## config.mk

```make
export PLATFORM = sky130hd
export DESIGN_NAME = peripheral_bus_arbiter
export DESIGN_NICKNAME = d
export VERILOG_FILES = /design/src/rtl/peripheral_bus_arbiter.sv
export SDC_FILE = /design/constraint.sdc
export NUM_CORES = 1
export LEC_CHECK = 0
export ABC_CLOCK_PERIOD_IN_PS = 5300
export CORE_MARGIN = 1.5
export CORE_UTILIZATION = 43
export CTS_BUF_LIST = sky130_fd_sc_hd__clkbuf_8
export CTS_CLUSTER_SIZE = 28
export DETAILED_ROUTE_END_ITERATION = 16
export PLACE_DENSITY = 0.91
export REMOVE_ABC_BUFFERS = 1
export SLEW_MARGIN = 5
export SYNTH_ARGS = -nofsm -noshare
export SYNTH_HDL_FRONTEND = slang
export SYNTH_SLANG_ARGS = --single-unit
```

## constraint.sdc

```tcl
create_clock -name clk -period 5.3 [get_ports clk]
set_clock_uncertainty 0.15 [all_clocks]
set_input_delay 0.795 -clock clk [delete_from_list [all_inputs] [get_ports clk]]
set_output_delay 0.795 -clock clk [all_outputs]
set_load 0.01 [all_outputs]
```

## src/rtl/peripheral_bus_arbiter.sv

```systemverilog
// Two-requester arbiter for the 12-bit peripheral register bus.
// Runs one transaction at a time, round-robin on ties, and ends unclaimed reads with an error ack.
//
// state   | meaning
// IDLE    | no transaction; arbitrate between m0_req and m1_req
// ACCESS  | captured command driven on the bus; wait for claim or timeout
// RESPOND | one-cycle ack/error/dataRead to the granted requester
module peripheral_bus_arbiter #(
    parameter int TIMEOUT_CYCLES = 4
) (
    input  logic        clk,
    input  logic        rst,
    input  logic        m0_req,
    input  logic        m0_we,
    input  logic [11:0] m0_address,
    input  logic [3:0]  m0_byteSelect,
    input  logic [31:0] m0_dataWrite,
    output logic        m0_ack,
    output logic        m0_error,
    output logic [31:0] m0_dataRead,
    input  logic        m1_req,
    input  logic        m1_we,
    input  logic [11:0] m1_address,
    input  logic [3:0]  m1_byteSelect,
    input  logic [31:0] m1_dataWrite,
    output logic        m1_ack,
    output logic        m1_error,
    output logic [31:0] m1_dataRead,
    output logic        peripheralBus_we,
    output logic        peripheralBus_oe,
    output logic [11:0] peripheralBus_address,
    output logic [3:0]  peripheralBus_byteSelect,
    output logic [31:0] peripheralBus_dataWrite,
    input  logic [31:0] peripheralBus_dataRead,
    input  logic        peripheralBus_requestOutput,
    output logic        busy
);

    localparam int CW = $clog2(TIMEOUT_CYCLES + 1);
    localparam logic [CW-1:0] TIMEOUT_LAST = CW'(TIMEOUT_CYCLES - 1);

    typedef enum logic [1:0] {
        IDLE    = 2'd0,
        ACCESS  = 2'd1,
        RESPOND = 2'd2
    } state_t;

    state_t        state;
    logic          lastGrant;
    logic          grantM1;
    logic          cmdWe;
    logic [11:0]   cmdAddress;
    logic [3:0]    cmdByteSelect;
    logic [31:0]   cmdDataWrite;
    logic [CW-1:0] timeoutCount;

    logic          grantValid;
    logic          grantSel;
    logic          selWe;
    logic [11:0]   selAddress;
    logic [3:0]    selByteSelect;
    logic [31:0]   selDataWrite;
    logic          finishNow;
    logic          finishError;
    logic [31:0]   finishData;
    logic          inAccess;

    // Tie goes to whoever was not granted last; lastGrant=1 after reset lets m0 win the first tie.
    always_comb begin
        grantValid    = m0_req | m1_req;
        grantSel      = m1_req & (~m0_req | ~lastGrant);
        selWe         = grantSel ? m1_we         : m0_we;
        selAddress    = grantSel ? m1_address    : m0_address;
        selByteSelect = grantSel ? m1_byteSelect : m0_byteSelect;
        selDataWrite  = grantSel ? m1_dataWrite  : m0_dataWrite;
    end

    always_comb begin
        finishNow   = 1'b0;
        finishError = 1'b0;
        finishData  = '0;
        if (state == ACCESS) begin
            if (cmdWe) begin
                finishNow = 1'b1;
            end else if (peripheralBus_requestOutput) begin
                finishNow  = 1'b1;
                finishData = peripheralBus_dataRead;
            end else if (timeoutCount == TIMEOUT_LAST) begin
                finishNow   = 1'b1;
                finishError = 1'b1;
            end
        end
    end

    always_ff @(posedge clk or posedge rst) begin
        if (rst) begin
            state         <= IDLE;
            lastGrant     <= 1'b1;
            grantM1       <= 1'b0;
            cmdWe         <= 1'b0;
            cmdAddress    <= '0;
            cmdByteSelect <= '0;
            cmdDataWrite  <= '0;
            timeoutCount  <= '0;
            m0_ack        <= 1'b0;
            m0_error      <= 1'b0;
            m0_dataRead   <= '0;
            m1_ack        <= 1'b0;
            m1_error      <= 1'b0;
            m1_dataRead   <= '0;
        end else begin
            m0_ack      <= 1'b0;
            m0_error    <= 1'b0;
            m0_dataRead <= '0;
            m1_ack      <= 1'b0;
            m1_error    <= 1'b0;
            m1_dataRead <= '0;
            case (state)
                IDLE: begin
                    if (grantValid) begin
                        grantM1       <= grantSel;
                        lastGrant     <= grantSel;
                        cmdWe         <= selWe;
                        cmdAddress    <= selAddress;
                        cmdByteSelect <= selByteSelect;
                        cmdDataWrite  <= selDataWrite;
                        timeoutCount  <= '0;
                        state         <= ACCESS;
                    end
                end
                ACCESS: begin
                    if (finishNow) begin
                        state <= RESPOND;
                        if (grantM1) begin
                            m1_ack      <= 1'b1;
                            m1_error    <= finishError;
                            m1_dataRead <= finishData;
                        end else begin
                            m0_ack      <= 1'b1;
                            m0_error    <= finishError;
                            m0_dataRead <= finishData;
                        end
                    end else begin
                        timeoutCount <= timeoutCount + CW'(1);
                    end
                end
                RESPOND: state <= IDLE;
                default: state <= IDLE;
            endcase
        end
    end

    // Bus is decoded straight from the state register so reset removes the strobes immediately.
    assign inAccess                 = (state == ACCESS);
    assign busy                     = (state != IDLE);
    assign peripheralBus_we         = inAccess & cmdWe;
    assign peripheralBus_oe         = inAccess & ~cmdWe;
    assign peripheralBus_address    = inAccess ? cmdAddress    : '0;
    assign peripheralBus_byteSelect = inAccess ? cmdByteSelect : '0;
    assign peripheralBus_dataWrite  = inAccess ? cmdDataWrite  : '0;

endmodule

```

==> results of run 1 <==
## synthesized netlist by cell type (all sizes together), types with 2 or more instances
cell type / instances
ha: 2
nor3: 2
buf: 15
mux2: 98
and3: 68
clkbuf: 15
o21ai: 2
inv: 3
nor2b: 2
nor2: 5
and2: 49
dfrtp: 123
## flip-flops by register name, indices dropped and copies added (netlist names)
| register | count |
|---|---|
| timeoutCount | 3 |
| state | 2 |
| m1_dataRead | 32 |
| m1_ack | 1 |
| m0_ack | 1 |
| cmdAddress | 12 |
| m0_error | 1 |
| cmdWe | 1 |
| grantM1 | 1 |
| cmdDataWrite | 32 |
| lastGrant | 1 |
| m0_dataRead | 32 |
| m1_error | 1 |
| cmdByteSelect | 4 |
## routing by layer
layer / wire length (µm) / global-route usage [%] / vias up
li1: - / - / 1859
met3: 1610 / 9.65 / 33
met5: 0 / 0 / -
met4: 427 / 11.7 / 0
met2: 6960 / 35.6 / 198
met1: 5250 / 21.2 / 1956
## cell families (layout without fill, tap and decap cells)
family | Yosys count | count (layout)
mux | 99 | 99
flops | 124 | 124
simple gates | 129 | 129
buf+inv | 33 | 294
compound gates | 9 | 9
fa+ha+maj | 2 | 2
## stage by stage
| stage | cells | power [µW] | setup slack [ns] | hold slack (ns) | area (µm²) |
|---|---|---|---|---|---|
| floorplan | 366 | 2170 | 1.06 | 0.307 | 5300 |
| global route | 829 | 3990 | 1.98 | 0.359 | 8560 |
| detailed placement | 797 | 2910 | 2.08 | 0.333 | 8110 |
| global placement | 797 | 2830 | 2.15 | 0.319 | 8110 |
| finish | 829 | 3790 | 2.13 | 0.335 | 8560 |
| CTS | 829 | 3830 | 2.07 | 0.343 | 8560 |
## power groups by stage
stage               clock network (µW)  registers (µW)  logic [µW]
floorplan                            0            1310         856
global placement                     0            1310        1510
detailed placement                   0            1340        1570
CTS                                938            1320        1570
global route                       973            1340        1670
finish                             916            1320        1560
## worst max path at each step
stage,startpoint,end,depth (start not counted)
2_1_floorplan,rst,cmdAddress[0]$_DFFE_PP0P_,1
3_3_place_gp,m0_req,cmdDataWrite[5]$_DFFE_PP0P_,4
3_5_place_dp,m0_req,cmdDataWrite[13]$_DFFE_PP0P_,4
4_1_cts,state[1]$_DFFE_PP0P_,peripheralBus_address[5],4
5_1_grt,state[1]$_DFFE_PP0P_,peripheralBus_address[5],4
6_report,state[1]$_DFFE_PP0P_,peripheralBus_address[5],4
## cell type report
| cell class | instances | area share, % |
|---|---|---|
| clock buffers | 18 | 2.90 |
| clock inverters | 14 | 2.27 |
| inverters | 3 | 0.161 |
| multi-input cells | 239 | 25.8 |
| flip-flops and latches | 124 | 36.3 |
| well taps | 172 | 2.52 |
| repair buffers | 259 | 30.1 |
==> run summary, run 1 <==
Status -> finished clean
Post-synthesis compound-gate area fraction -> 1.16%
Pre-antenna DRT Iters -> 4
Dpl hpwl -> 10.3 mm
Initial Util -> 43.8%
Final worst path period share -> 59.9%
Mux share of post-synthesis cell area -> 23.6%
P per Cell Area -> 443 nW/µm²
Total of max-cap violations -> 0
Worst vdd ir -> 0.000266 V
Startpoint types -> register
Worst Hold Launch -> timeoutCount[0]$_DFFE_PP0P_
Setup bufs post-CTS -> 0
Sequential element share of the synthesized area -> 56.3%
Slowest cell on the critical path -> clkdlybuf4s50_1
Comb pwr share -> 41.1%
Simple-Gate Fraction of Synth Area -> 14.4%
Synth unique cells -> 28
Post-Syn Area -> 5510 µm²
Relative max-transition margin -> 28.1%
Via count -> 4046
Die W -> 116 µm
Largest family of logic cells by synthesized area -> multiplexers
Syn-to-layout area delta -> 55.3%
Fin util -> 68.1%
RSZ-0062 raised after global routing -> no
Num ports -> 254
Setup violators final -> 0
Worst skew pair latency -> 0.44 ns
Slew @ Worst Pin -> 1.08 ns
IO buf count -> 253
Hold Buf Count CTS -> 0
FF/Latch Area -> 3100 µm²
Synth Instances -> 396
Leak -> 0.00404 µW
Crit. End Element -> output port
Maximum clock path buffer count -> 2
Leading cell type in the layout, fill and taps excluded -> clkdlybuf4s50_1
Largest net degree at the start of global routing -> 65
Final Hold Vio Count -> 0
H-tree Lvls -> 4
CTS Root Cell -> clkbuf_8
Layout cells sized above 1 -> 21.6%
Row cnt -> 41
Max-slew violations -> 0
Syn avg cell area -> 13.9 µm²
Vias in the first global route -> 4184
Most frequent cells in the layout -> 253 x clkdlybuf4s50_1, 123 x dfrtp_1, 68 x and3_1
DRC viols -> 0
Die Y -> 116 µm
Synthesis Warnings -> 0
Global-route wire length before repair -> 20.9 mm
Int Power -> 2630 µW
Critical Path RT -> 4.36 ns
Top cell type's share of synthesized area -> 55.9%
Post-Synth Adder-Cell Area -> 0.454%
Routed len/inst -> 17.2 µm
Number of flops mapped to enable cells by yosys -> 0
CTS tree -> done
Fin crit period -> 3.17 ns
Total CTS buffers -> 17
Flops & latches, synth -> 124
Clock power frac -> 24.2%
Vias per cell -> 4.88
Buf/Inv on CP -> 2
Worst-path clk slew -> 0.07 ns
Fillers -> 902
Worst min path class -> register to register
Initial antenna violation count -> 0
Slowest stage delay, CP -> 0.56 ns
Post-CTS resize count -> 0
Flop2flop setup slack -> 2.92 ns
Worst reg2reg startpoint -> timeoutCount[0]$_DFFE_PP0P_
Synth top area cells -> dfrtp_1 56%, mux2_4 13%, mux2_2 10%
Total gr overflow -> 0
FMAX -> 315 MHz
Iter 0 DRT Violations -> 158
Crit path DAT -> 2.23 ns
Area leader, netlist -> dfrtp_1
Ys flop type -> dfrtp_1
CTS Sinks -> 124
CP delay by family, top -> buffers and inverters
R2R Path End -> m1_dataRead[19]$_DFF_PP0_
Total GRT Usage -> 20.9%
Antenna Diode Count -> 0
Nets -> 781
Hold Path Stages -> 1
GP Congestion -> 0.768
Total die area -> 13500 µm²
Async SR Flop Fraction -> 100%
Multi-input gate area -> 2200 µm²
Final TNS setup -> 0 ns
Critical-path cell list -> nor2b_2, buf_4, and2_1, clkdlybuf4s50_1
Core area -> 12600 µm²
Synth Area in XOR/XNOR -> 0%
R2R depth -> 5
Sequential power share -> 34.7%
Sw frac -> 30.6%
CP Class -> register to output port
WL final -> 14.3 mm
WHS Endpoint -> timeoutCount[0]$_DFFE_PP0P_
Largest fanout on the critical path -> 48
Final ANT Viol Nets -> 0
NetSw -> 1160 µW
Note: power is estimated with default switching activity, not from simulation.
==> inputs of run 2 (changes only) <==
--- a/config.mk
+++ b/config.mk
@@ -5,13 +5,13 @@
 export SDC_FILE = /design/constraint.sdc
 export NUM_CORES = 1
 export LEC_CHECK = 0
-export ABC_CLOCK_PERIOD_IN_PS = 5300
+export ABC_CLOCK_PERIOD_IN_PS = 2830
 export CORE_MARGIN = 1.5
-export CORE_UTILIZATION = 43
+export CORE_UTILIZATION = 39
 export CTS_BUF_LIST = sky130_fd_sc_hd__clkbuf_8
 export CTS_CLUSTER_SIZE = 28
 export DETAILED_ROUTE_END_ITERATION = 16
-export PLACE_DENSITY = 0.91
+export PLACE_DENSITY = 0.87
 export REMOVE_ABC_BUFFERS = 1
 export SLEW_MARGIN = 5
 export SYNTH_ARGS = -nofsm -noshare
==> constraint.sdc (replaced) <==
create_clock -name clk -period 2.83 [get_ports clk]
set_clock_uncertainty 0.15 [all_clocks]
set_input_delay 0.4245 -clock clk [delete_from_list [all_inputs] [get_ports clk]]
set_output_delay 0.4245 -clock clk [all_outputs]
set_load 0.01 [all_outputs]
==> run 2 against run 1 <==
- clock power grew 59%
- highest routed layer unchanged
- register-to-register slack lost 2.5 ns
- non-clock buffer count grew 6
- power grew 81%
- critical endpoint is now peripheralBus_dataWrite[17]
- combinational power grew 89%
- hold slack lost 0.10 ns
- die area grew 10%
- first-iteration DRC count grew 27%
- cell count grew 1.7%
- cell area grew 0.37%
==> run summary, run 2 (same netlist as run 1, synthesis figures left out) <==
Startpoint types -> register
Fillers -> 1014 (+12%)
Final hold slack -> 0.231 ns (-0.104 ns)
Total chip power -> 6870 µW (+81%)
Post-CTS resize count -> 0 (unchanged)
Final cell count without fillers -> 843 (+1.7%)
Global-route wire length before repair -> 21.3 mm (+2.1%)
Final Hold Vio Count -> 0 (unchanged)
CTS tree -> done
Antenna Diode Count -> 0 (unchanged)
WL final -> 13.8 mm (-3.0%)
Total die area -> 14800 µm² (+10%)
Routed len/inst -> 16.4 µm (-4.6%)
Fin crit period -> 2.65 ns
Worst min path class -> input port to asynchronous set/reset pin
Total CTS buffers -> 17 (unchanged)
Initial Util -> 39.8% (-4.0 points)
Largest net degree at the start of global routing -> 66 (+1.5%)
Total GRT Usage -> 18.9% (-1.9 points)
Placed cell count -> 811 (+1.8%)
Final worst path period share -> 93.5%
Max-slew violations -> 0 (unchanged)
Worst-path clk slew -> 0.07 ns (about the same)
Hold Buf Count CTS -> 0 (unchanged)
Layout cells sized above 1 -> 21.9% (+0.26 points)
CP startpoint -> state[1]$_DFFE_PP0P_
Maximum clock path buffer count -> 2 (unchanged)
Via count -> 4014 (-0.79%)
Relative max-transition margin -> 32.1% (+4.1 points)
Iter 0 DRT Violations -> 201 (+27%)
Leak -> 0.00406 µW (+0.34%)
Setup bufs post-CTS -> 0 (unchanged)
NetSw -> 2100 µW (+81%)
Most frequent cells in the layout -> 253 x clkdlybuf4s50_1, 123 x dfrtp_1, 68 x and3_1
Total gr overflow -> 0 (unchanged)
FMAX -> 378 MHz
Largest fanout on the critical path -> 45 (-6.3%)
H-tree Lvls -> 4 (unchanged)
Comb pwr share -> 42.9% (+1.8 points)
Int Power -> 4770 µW (+81%)
Row cnt -> 43 (+4.9%)
Nets -> 787 (+0.77%)
Critical Path RT -> 2.26 ns (-2.10 ns)
Slew @ Worst Pin -> 1.02 ns (-0.0609 ns)
Pre-antenna DRT Iters -> 4 (unchanged)
Biggest registers after layout -> cmdDataWrite: 32 flops, m0_dataRead: 32 flops, m1_dataRead: 32 flops
CTS Sinks -> 124 (unchanged)
Setup violators final -> 0 (unchanged)
Vias in the first global route -> 4294 (+2.6%)
CTS Root Cell -> clkbuf_8
Worst slack, placed -> 0.287 ns (-1.79 ns)
Worst reg2reg startpoint -> timeoutCount[0]$_DFFE_PP0P_
Worst setup margin -> 0.184 ns (-1.94 ns)
Sequential power share -> 35.7% (+1.0 points)
Worst setup path endpoint -> peripheralBus_dataWrite[17]
R2R depth -> 5 (unchanged)
Dpl hpwl -> 10.1 mm (-2.2%)
P per Cell Area -> 800 nW/µm² (+81%)
Flop2flop setup slack -> 0.44 ns (-2.48 ns)
Status -> finished clean
CP Class -> register to output port
Total of max-cap violations -> 0 (unchanged)
RSZ-0062 raised after global routing -> no
Initial antenna violation count -> 0 (unchanged)
Syn-to-layout area delta -> 55.9%
Leading cell type in the layout, fill and taps excluded -> clkdlybuf4s50_1
Vias per cell -> 4.76 (-2.4%)
Worst skew pair latency -> 0.42 ns (-0.02 ns)
DRC viols -> 0 (unchanged)
IO buf count -> 253 (unchanged)
Worst vdd ir -> 0.000448 V (+68%)
GP Congestion -> 0.728 (-5.2%)
Crit path DAT -> 2.07 ns (-0.16 ns)
R2R Path End -> m1_dataRead[31]$_DFF_PP0_
Die Y -> 122 µm (+4.9%)
Num ports -> 254 (unchanged)
Sw frac -> 30.6% (about the same)
Crit. End Element -> output port
Clock power frac -> 21.3% (-2.9 points)
Core area -> 13800 µm² (+10%)
Die W -> 122 µm (+4.9%)
Final ANT Viol Nets -> 0 (unchanged)
-- run 2: changes by cell type in the layout (fill, tap and decap cells not counted), sizes merged --
cell and change:
clkinvlp +3, inv +1, bufinv -2, clkinv -2
buf +6
-- run 2: worst min path at each step --
stage / from / end / slack [ns] / depth (start not counted)
global placement: timeoutCount[0]$_DFFE_PP0P_ / timeoutCount[0]$_DFFE_PP0P_ / 0.32 / 1
CTS: rst / cmdByteSelect[2]$_DFFE_PP0P_ / 0.21 / 2
global route: rst / cmdDataWrite[29]$_DFFE_PP0P_ / 0.25 / 2
floorplan: timeoutCount[0]$_DFFE_PP0P_ / timeoutCount[0]$_DFFE_PP0P_ / 0.31 / 1
detailed placement: timeoutCount[0]$_DFFE_PP0P_ / timeoutCount[0]$_DFFE_PP0P_ / 0.33 / 1
finish: rst / cmdDataWrite[13]$_DFFE_PP0P_ / 0.23 / 2
-- run 2: worst max-delay path: stages, from the launching register on --
cell	delay [ns]
dfrtp_1	0.40
nor2b_2	0.14
buf_4	0.34
and2_1	0.19
clkdlybuf4s50_1	0.57
-- run 2: final cells by class --
cell class | instances | area, µm² | area share [%]
repair buffers | 265 | 2660 | 31.0
multi-input cells | 239 | 2200 | 25.7
clock inverters | 14 | 133 | 1.54
flip-flops and latches | 124 | 3100 | 36.2
inverters | 3 | 13.8 | 0.160
clock buffers | 18 | 248 | 2.89
well taps | 180 | 225 | 2.62
-- run 2: power groups by stage --
stage,clock (µW),combinational [µW],sequential (µW)
4_1_cts,1520,2980,2460
2_1_floorplan,0,1600,2450
5_1_grt,1600,3170,2510
3_5_place_dp,0,2970,2490
6_report,1460,2950,2460
3_3_place_gp,0,2890,2460
-- run 2: per-layer routing --
| layer | vias up | share of wire, % | track usage, % | routed length (µm) |
|---|---|---|---|---|
| met1 | 1933 | 39 | 20.6 | 5440 |
| met2 | 192 | 48 | 32.1 | 6660 |
| met5 | - | 0 | 0 | 0 |
| met3 | 16 | 11 | 9.13 | 1550 |
| met4 | 0 | 1.2 | 6.54 | 172 |
| li1 | 1873 | - | - | - |
-- run 2: through the flow --
step	instance area (µm²)	utilization [%]	setup TNS, ns
2_1_floorplan	5300	-	-157.56
3_3_place_gp	8210	59.4	0
3_5_place_dp	8210	59.4	0
4_1_cts	8590	62.1	0
5_1_grt	8590	62.1	0
6_report	8590	62.1	0
==> inputs of run 3 (changes only) <==
--- a/config.mk
+++ b/config.mk
@@ -13,7 +13,7 @@
 export DETAILED_ROUTE_END_ITERATION = 16
 export PLACE_DENSITY = 0.87
 export REMOVE_ABC_BUFFERS = 1
-export SLEW_MARGIN = 5
+export SLEW_MARGIN = 25
 export SYNTH_ARGS = -nofsm -noshare
 export SYNTH_HDL_FRONTEND = slang
 export SYNTH_SLANG_ARGS = --single-unit
==> run 3 against run 2 <==
- first-iteration DRC count fell by 1.5%
- die area unchanged
- cell area about the same
- largest cell class unchanged
- critical endpoint unchanged
- global-route usage is the same
- combinational power about the same
- cell count stayed put
- via count unchanged
- power is essentially flat
- non-clock buffer count did not move
- critical path type unchanged
- clock-buffer cell count unchanged
==> run summary, run 3 (same netlist as run 1, synthesis figures left out) <==
Status -> finished clean
Critical-path cell list -> nor2b_2, buf_4, and2_1, clkdlybuf4s50_1
Largest net degree at the start of global routing -> 66 (unchanged)
Leading cell type in the layout, fill and taps excluded -> clkdlybuf4s50_1
WL final -> 13.8 mm (about the same)
Crit path DAT -> 2.07 ns (about the same)
DRC viols -> 0 (unchanged)
Total CTS buffers -> 17 (unchanged)
Final ANT Viol Nets -> 0 (unchanged)
Final hold slack -> 0.231 ns (unchanged)
H-tree Lvls -> 4 (unchanged)
Initial antenna violation count -> 0 (unchanged)
FMAX -> 378 MHz (unchanged)
Crit. End Element -> output port
IO buf count -> 253 (unchanged)
Worst-path clk slew -> 0.07 ns (about the same)
Worst min path class -> input port to asynchronous set/reset pin
Largest fanout on the critical path -> 45 (unchanged)
CP Class -> register to output port
Slew @ Worst Pin -> 0.526 ns (-0.492 ns)
Setup violators final -> 0 (unchanged)
Global-route wire length before repair -> 21.3 mm (unchanged)
Startpoint types -> register
Setup bufs post-CTS -> 0 (unchanged)
Die Y -> 122 µm (unchanged)
RSZ-0062 raised after global routing -> no
Vias in the first global route -> 4294 (unchanged)
P per Cell Area -> 800 nW/µm² (about the same)
Vias per cell -> 4.76 (unchanged)
Sequential power share -> 35.7% (about the same)
CTS Root Cell -> clkbuf_8
Fin crit period -> 2.65 ns (unchanged)
Via count -> 4014 (unchanged)
Final instance area -> 8590 µm² (about the same)
Slowest stage delay, CP -> 0.57 ns (about the same)
Placed cell count -> 811 (unchanged)
Iter 0 DRT Violations -> 198 (-1.5%)
Final Hold Vio Count -> 0 (unchanged)
Max-slew violations -> 0 (unchanged)
Total die area -> 14800 µm² (unchanged)
Antenna Diode Count -> 0 (unchanged)
Dpl hpwl -> 10.1 mm (unchanged)
Post-CTS resize count -> 0 (unchanged)
Fillers -> 1013 (-0.099%)
NetSw -> 2100 µW (about the same)
Leak -> 0.00406 µW (about the same)
Layout cells sized above 1 -> 22.0% (+0.15 points)
Worst skew pair latency -> 0.42 ns (about the same)
Comb pwr share -> 43.0% (about the same)
Slowest cell on the critical path -> clkdlybuf4s50_1
Total gr overflow -> 0 (unchanged)
Pre-antenna DRT Iters -> 4 (unchanged)
Die W -> 122 µm (unchanged)
Final cell count without fillers -> 843 (unchanged)
Most frequent cells in the layout -> 253 x clkdlybuf4s50_1, 123 x dfrtp_1, 67 x and3_1
Maximum clock path buffer count -> 2 (unchanged)
Nets -> 787 (unchanged)
Total GRT Usage -> 18.9% (unchanged)
CTS Sinks -> 124 (unchanged)
Biggest registers after layout -> cmdDataWrite: 32 flops, m0_dataRead: 32 flops, m1_dataRead: 32 flops
Clock power frac -> 21.3% (about the same)
Worst vdd ir -> 0.000448 V (about the same)
Syn-to-layout area delta -> 55.9% (about the same)
Row cnt -> 43 (unchanged)
Routed len/inst -> 16.4 µm (about the same)
Post-detailed-placement cell area -> 8210 µm² (unchanged)
Core area -> 13800 µm² (unchanged)
Hold Buf Count CTS -> 0 (unchanged)
Int Power -> 4770 µW (about the same)
Final worst path period share -> 93.5% (unchanged)
Initial Util -> 39.8% (unchanged)
Total of max-cap violations -> 0 (unchanged)
Sw frac -> 30.6% (about the same)
Flop2flop setup slack -> 0.65 ns (+0.21 ns)
GP Congestion -> 0.728 (unchanged)
Num ports -> 254 (unchanged)
CTS tree -> done
Relative max-transition margin -> 64.9% (+33 points)
Critical Path RT -> 2.26 ns (about the same)
==> run 3: layout make-up <==
class                   instances  area, µm²  share of cell area [%]
well taps                     180        225                    2.62
flip-flops and latches        124       3100                    36.1
repair buffers                265       2660                    31.0
clock buffers                  18        248                    2.88
multi-input cells             239       2200                    25.7
clock inverters                14        133                    1.54
inverters                       3       13.8                   0.160
==> run 3: critical path: cells and delay by family, from the launching register on <==
kind / cells / cell delay [ns]
buf+inv: 2 / 0.91
flops: 1 / 0.40
simple gates: 2 / 0.33
==> run 3: per-layer routing <==
metal / vias up / global-route usage [%] / share of wire, % / wire [µm]
li1: 1873 / - / - / -
met1: 1933 / 20.6 / 39 / 5440
met2: 192 / 32.1 / 48 / 6660
met3: 16 / 9.13 / 11 / 1550
met4: 0 / 6.54 / 1.2 / 172
met5: - / 0 / 0 / 0
==> run 3: power by group through the flow <==
stage	clock network [µW]	registers (µW)	logic, µW
2_1_floorplan	0	2450	1600
3_3_place_gp	0	2460	2890
3_5_place_dp	0	2490	2970
4_1_cts	1520	2460	2980
5_1_grt	1600	2510	3170
6_report	1460	2460	2950
==> run 3: worst paths after layout <==
kind,start,end,depth (start not counted)
setup / recovery,state[1]$_DFFE_PP0P_,peripheralBus_dataWrite[17],4
hold / removal,rst,cmdDataWrite[13]$_DFFE_PP0P_,2
setup reg to reg,timeoutCount[0]$_DFFE_PP0P_,m1_dataRead[31]$_DFF_PP0_,5
hold reg to reg,timeoutCount[0]$_DFFE_PP0P_,timeoutCount[0]$_DFFE_PP0P_,1
max in group asynchronous,rst,lastGrant$_DFFE_PP1P_,3
min in group clk,timeoutCount[0]$_DFFE_PP0P_,timeoutCount[0]$_DFFE_PP0P_,1
==> run 3: per-stage QoR <==
stage / total power, µW / setup slack [ns] / utilization (%) / setup TNS (ns)
3_3_place_gp: 5350 / 0.369 / 59.4 / 0
5_1_grt: 7280 / 0.0376 / 62.1 / 0
2_1_floorplan: 4060 / -1.04 / - / -157.56
4_1_cts: 6960 / 0.125 / 62.1 / 0
3_5_place_dp: 5460 / 0.287 / 59.4 / 0
6_report: 6870 / 0.184 / 62.1 / 0
